==> src/rtl/bp_pkg.sv <==
// rtl/bp_pkg.sv - shared types for the branch-predictor in-flight queue
package bp_pkg;

  localparam int ALIAS_W = 6;

  // One in-flight fetch record; eip is kept for debug and mispredict redirect.
  typedef struct packed {
    logic               is_BR;
    logic               prediction;
    logic [ALIAS_W-1:0] br_alias;
    logic [31:0]        eip;
  } bp_entry_t;

endpackage

==> src/rtl/bp_queue_ram.sv <==
// rtl/bp_queue_ram.sv - DEPTH-entry register array, one write port, one async read port
module bp_queue_ram
  import bp_pkg::*;
#(
  parameter int DEPTH = 8,
  parameter int PTR_W = $clog2(DEPTH)
) (
  input  logic             clk,
  input  logic             we_i,
  input  logic [PTR_W-1:0] waddr_i,
  input  bp_entry_t        wdata_i,
  input  logic [PTR_W-1:0] raddr_i,
  output bp_entry_t        rdata_o
);

  // Contents need no reset: only entries between head and tail are ever read.
  bp_entry_t mem_q [DEPTH];

  // Write the tail entry on an accepted enqueue.
  always_ff @(posedge clk) begin
    if (we_i) mem_q[waddr_i] <= wdata_i;
  end

  assign rdata_o = mem_q[raddr_i];

endmodule

==> src/rtl/bp_inflight_queue.sv <==
// rtl/bp_inflight_queue.sv - in-order queue of gshare predictions feeding back resolved outcomes
module bp_inflight_queue #(
  parameter int DEPTH   = 8,
  parameter int ALIAS_W = bp_pkg::ALIAS_W
) (
  input  logic                     clk,
  input  logic                     reset,
  input  logic                     enq_valid,
  input  logic                     enq_is_BR,
  input  logic                     enq_prediction,
  input  logic [ALIAS_W-1:0]       enq_alias,
  input  logic [31:0]              enq_eip,
  input  logic                     res_valid,
  input  logic                     res_taken,
  input  logic                     ext_flush,
  output logic                     full,
  output logic                     empty,
  output logic [$clog2(DEPTH):0]   count,
  output logic [ALIAS_W-1:0]       prev_BR_alias,
  output logic                     prev_BR_result,
  output logic                     prev_is_BR,
  output logic                     mispredict,
  output logic [31:0]              redirect_eip
);

  import bp_pkg::*;

  localparam int PTR_W = $clog2(DEPTH);

  logic [PTR_W-1:0] head_q, head_d;
  logic [PTR_W-1:0] tail_q, tail_d;
  logic [PTR_W:0]   count_q, count_d;

  logic [ALIAS_W-1:0] alias_q, alias_d;
  logic               result_q, result_d;
  logic               is_br_q, is_br_d;
  logic               mispred_q, mispred_d;
  logic [31:0]        redir_q, redir_d;

  bp_entry_t wr_entry;
  bp_entry_t head_entry;

  logic enq_ok;
  logic res_ok;
  logic res_mispred;
  logic flush;
  logic ram_we;

  assign full  = (count_q == (PTR_W+1)'(DEPTH));
  assign empty = (count_q == '0);
  assign count = count_q;

  assign prev_BR_alias  = alias_q;
  assign prev_BR_result = result_q;
  assign prev_is_BR     = is_br_q;
  assign mispredict     = mispred_q;
  assign redirect_eip   = redir_q;

  assign wr_entry = '{is_BR:      enq_is_BR,
                      prediction: enq_prediction,
                      br_alias:   enq_alias,
                      eip:        enq_eip};

  // Full blocks enqueue even when a resolve frees a slot this cycle.
  assign enq_ok      = enq_valid && !full;
  assign res_ok      = res_valid && !empty;
  assign res_mispred = res_ok && head_entry.is_BR && (head_entry.prediction != res_taken);
  assign flush       = res_mispred || ext_flush;
  // An enqueue that coincides with a flush is younger than the flush point and is dropped.
  assign ram_we      = enq_ok && !flush;

  bp_queue_ram #(
    .DEPTH (DEPTH),
    .PTR_W (PTR_W)
  ) u_ram (
    .clk     (clk),
    .we_i    (ram_we),
    .waddr_i (tail_q),
    .wdata_i (wr_entry),
    .raddr_i (head_q),
    .rdata_o (head_entry)
  );

  // Pointer/occupancy update and registered resolution report.
  always_comb begin
    head_d    = head_q;
    tail_d    = tail_q;
    count_d   = count_q;
    alias_d   = '0;
    result_d  = 1'b0;
    is_br_d   = 1'b0;
    mispred_d = 1'b0;
    redir_d   = '0;

    if (flush) begin
      // Discard everything: the dropped enqueue leaves tail where it is.
      head_d  = tail_q;
      tail_d  = tail_q;
      count_d = '0;
    end else begin
      if (enq_ok) tail_d = tail_q + PTR_W'(1);
      if (res_ok) head_d = head_q + PTR_W'(1);
      if (enq_ok && !res_ok) count_d = count_q + (PTR_W+1)'(1);
      if (!enq_ok && res_ok) count_d = count_q - (PTR_W+1)'(1);
    end

    if (res_ok) begin
      alias_d   = head_entry.br_alias;
      result_d  = head_entry.is_BR & res_taken;
      is_br_d   = head_entry.is_BR;
      mispred_d = res_mispred;
      redir_d   = head_entry.eip;
    end
  end

  // State registers; reset overrides any concurrent enqueue or resolution.
  always_ff @(posedge clk) begin
    if (!reset) begin
      head_q    <= '0;
      tail_q    <= '0;
      count_q   <= '0;
      alias_q   <= '0;
      result_q  <= 1'b0;
      is_br_q   <= 1'b0;
      mispred_q <= 1'b0;
      redir_q   <= '0;
    end else begin
      head_q    <= head_d;
      tail_q    <= tail_d;
      count_q   <= count_d;
      alias_q   <= alias_d;
      result_q  <= result_d;
      is_br_q   <= is_br_d;
      mispred_q <= mispred_d;
      redir_q   <= redir_d;
    end
  end

endmodule

==> config.mk <==
export PLATFORM = sky130hd
export DESIGN_NAME = bp_inflight_queue
export DESIGN_NICKNAME = d
export VERILOG_FILES = /design/src/rtl/bp_pkg.sv /design/src/rtl/bp_queue_ram.sv /design/src/rtl/bp_inflight_queue.sv
export SDC_FILE = /design/constraint.sdc
export NUM_CORES = 1
export LEC_CHECK = 0
export CAP_MARGIN = 20
export CELL_PAD_IN_SITES_DETAIL_PLACEMENT = 0
export CELL_PAD_IN_SITES_GLOBAL_PLACEMENT = 1
export CORE_MARGIN = 4
export CORE_UTILIZATION = 37
export CTS_CLUSTER_SIZE = 8
export DETAILED_ROUTE_END_ITERATION = 7
export GPL_TIMING_DRIVEN = 0
export MAX_ROUTING_LAYER = met4
export PLACE_DENSITY_LB_ADDON = 0.08
export SLEW_MARGIN = 20
export SYNTH_ARGS = -nofsm -noshare
export SYNTH_HDL_FRONTEND = slang
export SYNTH_SLANG_ARGS = --single-unit
export TNS_END_PERCENT = 100
==> constraint.sdc <==
create_clock -name clk -period 7.6 [get_ports clk]
set_clock_uncertainty 0.05 [all_clocks]
set_input_delay 0.76 -clock clk [delete_from_list [all_inputs] [get_ports clk]]
set_output_delay 0.76 -clock clk [all_outputs]
set_load 0.02 [all_outputs]
# == Word level (Yosys, flattened, before mapping) ==
# Memories as Yosys holds them, arrays and structs flattened. A register that Yosys moved wholly into a read port is not among the register bits.
# Index checks and enable logic that the tools add are counted.
# word_totals
register_bits,51
mem_bits_rw,320
in_bits,46
out_inout_bits,47
wordCells,45
mem_count,1
# op_classes
add_sub_neg,4
n_eq_ne,2
muxes,8
bitwise_logic,3
n_reduce_logical,19
# memory_table
name,depth,word_bits,rd,rd_clocked_by_memory_dff,wr,line,text
u_ram.mem_q,8,40,1,1,1,bp_queue_ram.sv:17,bp_entry_t mem_q [DEPTH];
# op_table
cell,count
3-bit two-way mux,4
4-bit two-way mux,2
1-bit logical AND,7
3-bit by 1-bit adder with 3-bit output (second input constant),2
1-bit zero test,5
4-bit by 1-bit adder with 4-bit output (second input constant),1
4-bit == test (second input constant),1
4-bit zero test,1
2-bit AND reduction,2
2-bit nonzero test,2
4-bit by 1-bit subtractor with 4-bit output (second input constant),1
1-bit two-way mux,2
1-bit inverter,2
2-bit OR reduction,1
1-bit AND,1
1-bit logical OR,1
1-bit inequality test,1

# == Depth between registers and ports, before layout ==
# logic_depth
depth_word,10
mapped_depth,9

# == Hierarchy ==
# A second synthesis with hierarchy kept.
# hier_totals
hier_cells,641
area_unflattened_um2,14153.6
# by_module_without_submodules
mod,n_inst,cells_per_inst,area_per_inst_um2,seq_area_each_um2
bp_queue_ram,1,475,12370.6,9609.2
bp_inflight_queue,1,166,1783.0,1021.0

# == Worst setup path before layout ==
# Ideal clock, no wire load.
# synth_path
kind,reg2reg
startpoint,register with a tool-made name
endpoint,memory u_ram.mem_q[0][0] (netlist name) (enable)
setup_time_ps,537
t_arrival_ps,5349
required_ps,7013
setup_slack_ps,1664
stages_incl_launch_ff,7
synth_period_minus_slack_ps,5936
cell_sequence,dfxtp_1 -> buf_6 -> mux4_2 -> mux2i_4 -> xor2_2 -> o21ai_4 -> nor4_1
# synth_lines
item,line
"end, declared",bp_queue_ram.sv:17

==> metrics.yaml <==
run_status:
  status: "finished, final reports clean"
critical_path:
  cp_max_fo: 10
  worstSetupPathType: "reg -> reg"
  r2r-end: "u_ram.mem_q[2][16]"
  startpoint_type: "register"
  cp.arrival_ns: 3.66
  required_ns: 7.80
  cp-end-kind: "register"
  rr_worst_depth: 8
  rrSetupSlack_ns: 4.13
floorplanning:
  initial_core_util_pct: 37.4
  fp.coreArea_mm2: 0.0366
  die_w_um: 200
  rows: 70
  dieArea_mm2: 0.0402
  io_pins: 93
  die_h_um: 200
logic_synthesis:
  synth.distinct_cells: 36
  ys_async_sr_fraction_pct: 0
  ys_ff_latch: 374
  synth_top_cell_by_area: "edfxtp_1"
  avgSynthCellArea_um2: 20.1
  syn_area_mm2: 0.0137
  yosysMostFrequentCell: "edfxtp_1"
  ys.flop_type: "edfxtp_1"
  netlist_instances: 680
  seq_area_frac_synth_pct: 78.0
  ys_top_cells_by_area: "edfxtp_1 (70%), mux4_2 (13%), dfxtp_1 (7.9%)"
  postSynthNetCount: 732
  ys_warn_count: 0
  netlist_top_cells_count: "edfxtp_1 (320), nand2_1 (93), mux4_2 (79)"
  synth-edff-count: 320
  synth_top_area_share_pct: 70.1
drt:
  route.detailed.drc: 0
  wl_um: 30700
  wire_per_inst_um: 22.2
  avgViaCountPerCell: 4.98
  first_iter_violations: 456
  vias: 6916
  ant_nets: 0
  firstDrtPassIters: 4
global_route:
  antenna_found_initial: 2
  grt_pass1_wl_um: 47600
  grt.total_usage_pct: 16.0
  grt.overflow.total: 0
  grt_pass1_vias: 7586
  grt_max_degree: 14
hold_path:
  min_path_type: "reg -> reg"
  hold_depth: 3
  hp-start: "head_q[2]"
cells_and_area:
  finalNetCount: 926
  final_layout_size_suffix_gt1_share_pct: 22.9
  area_growth_pct: 25.3
  fin_util_pct: 46.9
sta:
  timing.slew.headroom_pct: 42.8
  finalCritPeriodShare_pct: 45.6
  maxSlewViolCount: 0
  fmax_mhz: 288
  hold_slack_ns: 0.550
  tightest_slew_ns: 0.854
  fin_ws_ns: 4.13
  finalSetupTns_ns: 0
  setup_viol: 0
  final-hold-violation-count: 0
  post-route-min-period_ns: 3.47
  rsz0062_at_grt: "no"
clock_network:
  clk_pin_slew_ns: 0.05
  htree_num_levels: 2
  cts_root_buffer: "clkbuf_16"
  clkSinkCount: 374
  cts_buffer_depth: 3
  cts_buffers: 52
  post_cts_buffers: 0
  insertion_delay_ns: 0.56
  cts_hold_buffers: 0
  cts_resized: 0
  cts_tree: "yes"
placed_design:
  port_buffers: 92
  gp_congestion: 0.686
  place_hpwl_um: 20200
  place_ws_ns: 3.93
power_and_ir_drop:
  ir_drop_v: 0.000133
  powerDensity_mw_per_mm2: 268
  p_total_mw: 4.60
  p_leak_nw: 5.64
run:
  maxCapViolCount: 0
sequential cells by signal (all words and copies together) (netlist names), named ones only:
| signal | cells |
|---|---|
| count | 4 |
| tail_q | 3 |
| head_q | 3 |
| mispredict | 1 |
| redirect_eip | 32 |
| prev_BR_alias | 6 |
| u_ram.mem_q | 320 |
| prev_BR_result | 1 |
| prev_is_BR | 1 |
logic make-up (layout without fill, tap and decap cells):
| logic type | count (synthesis) | in the layout | share of synthesized area [%] |
|---|---|---|---|
| and+or+nand+nor | 114 | 114 | 3.70 |
| xor gates and xnor gates | 6 | 6 | 0.438 |
| AOI/OAI and AO/OA | 51 | 51 | 2.17 |
| buffers and inverters | 41 | 279 | 1.32 |
| other | 0 | 2 | 0 |
| muxes | 88 | 88 | 13.7 |
| adders and majority gates | 6 | 6 | 0.603 |
| DFF | 374 | 374 | 78.0 |
per-layer routing:
metal | track usage [%] | share of wire (%) | vias to the layer above
met2 | 26.0 | 50 | 151
met4 | 4.52 | 1.7 | 0
met1 | 20.5 | 43 | 3608
li1 | - | - | 3115
met3 | 3.51 | 4.7 | 42
met5 | - | 0 | -
placed cells by master (no fill, tap or decap), types with 2 or more instances in the layout:
master           synthesis  routed
edfxtp_1               320     320
nand2_1                 93      93
clkdlybuf4s50_1          0      92
mux4_2                  79      79
clkbuf_1                18      60
dfxtp_1                 54      54
clkbuf_16                0      53
a21oi_1                 39      39
buf_4                    1      26
buf_2                   12      24
buf_6                    1      11
mux2i_1                  8       8
inv_1                    7       7
ha_1                     5       5
nor4b_4                  0       4
xnor2_1                  4       4
and3_1                   4       4
nor2_1                   3       3
diode_2                  0       2
nand2b_1                 2       2
buf_1                    2       2
nor3_2                   0       2
nor4_2                   0       2
o21ai_0                  2       2
o21a_1                   2       2
inv_6                    0       2
power breakdown:
group          internal, mW  total, mW  switching, mW
clock network          1.31       2.12          0.813
logic                 0.101      0.210          0.109
registers              2.26       2.27        0.00829
worst max-delay path, stage by stage, from the launching register on:
cell and delay (ns):
dfxtp_1 0.32, buf_6 0.16, mux4_2 0.53, mux2i_4 0.18, xor2_2 0.32, o21ai_4 0.20, nor4b_4 0.77, buf_4 0.34
buf_4 0.24
per-stage QoR:
step | cells | area (um^2)
floorplan | 680 | 13700
global placement | 1240 | 15200
detailed placement | 1288 | 15600
CTS | 1386 | 17200
global route | 1388 | 17200
finish | 1388 | 17200
worst max path at each step:
stage	start	end	depth (start not counted)
CTS	register	u_ram.mem_q[2][16]	8
detailed placement	res_valid	u_ram.mem_q[2][4]	8
global route	register	u_ram.mem_q[2][16]	8
global placement	count[0]	u_ram.mem_q[4][9]	5
finish	register	u_ram.mem_q[2][16]	8
floorplan	register	u_ram.mem_q[0][0]	6
cell type report:
cell class              instances  area, um^2
flip-flops and latches        374       10700
inverters                       7        26.3
clock inverters                 2        17.5
well taps                     468         586
clock buffers                  96        1500
fillers                      3159       19400
plain buffers                  34         154
multi-input cells             265        2890
repair buffers                140        1300
diodes                          2        5.00
Power figures use the tool's default switching activity.
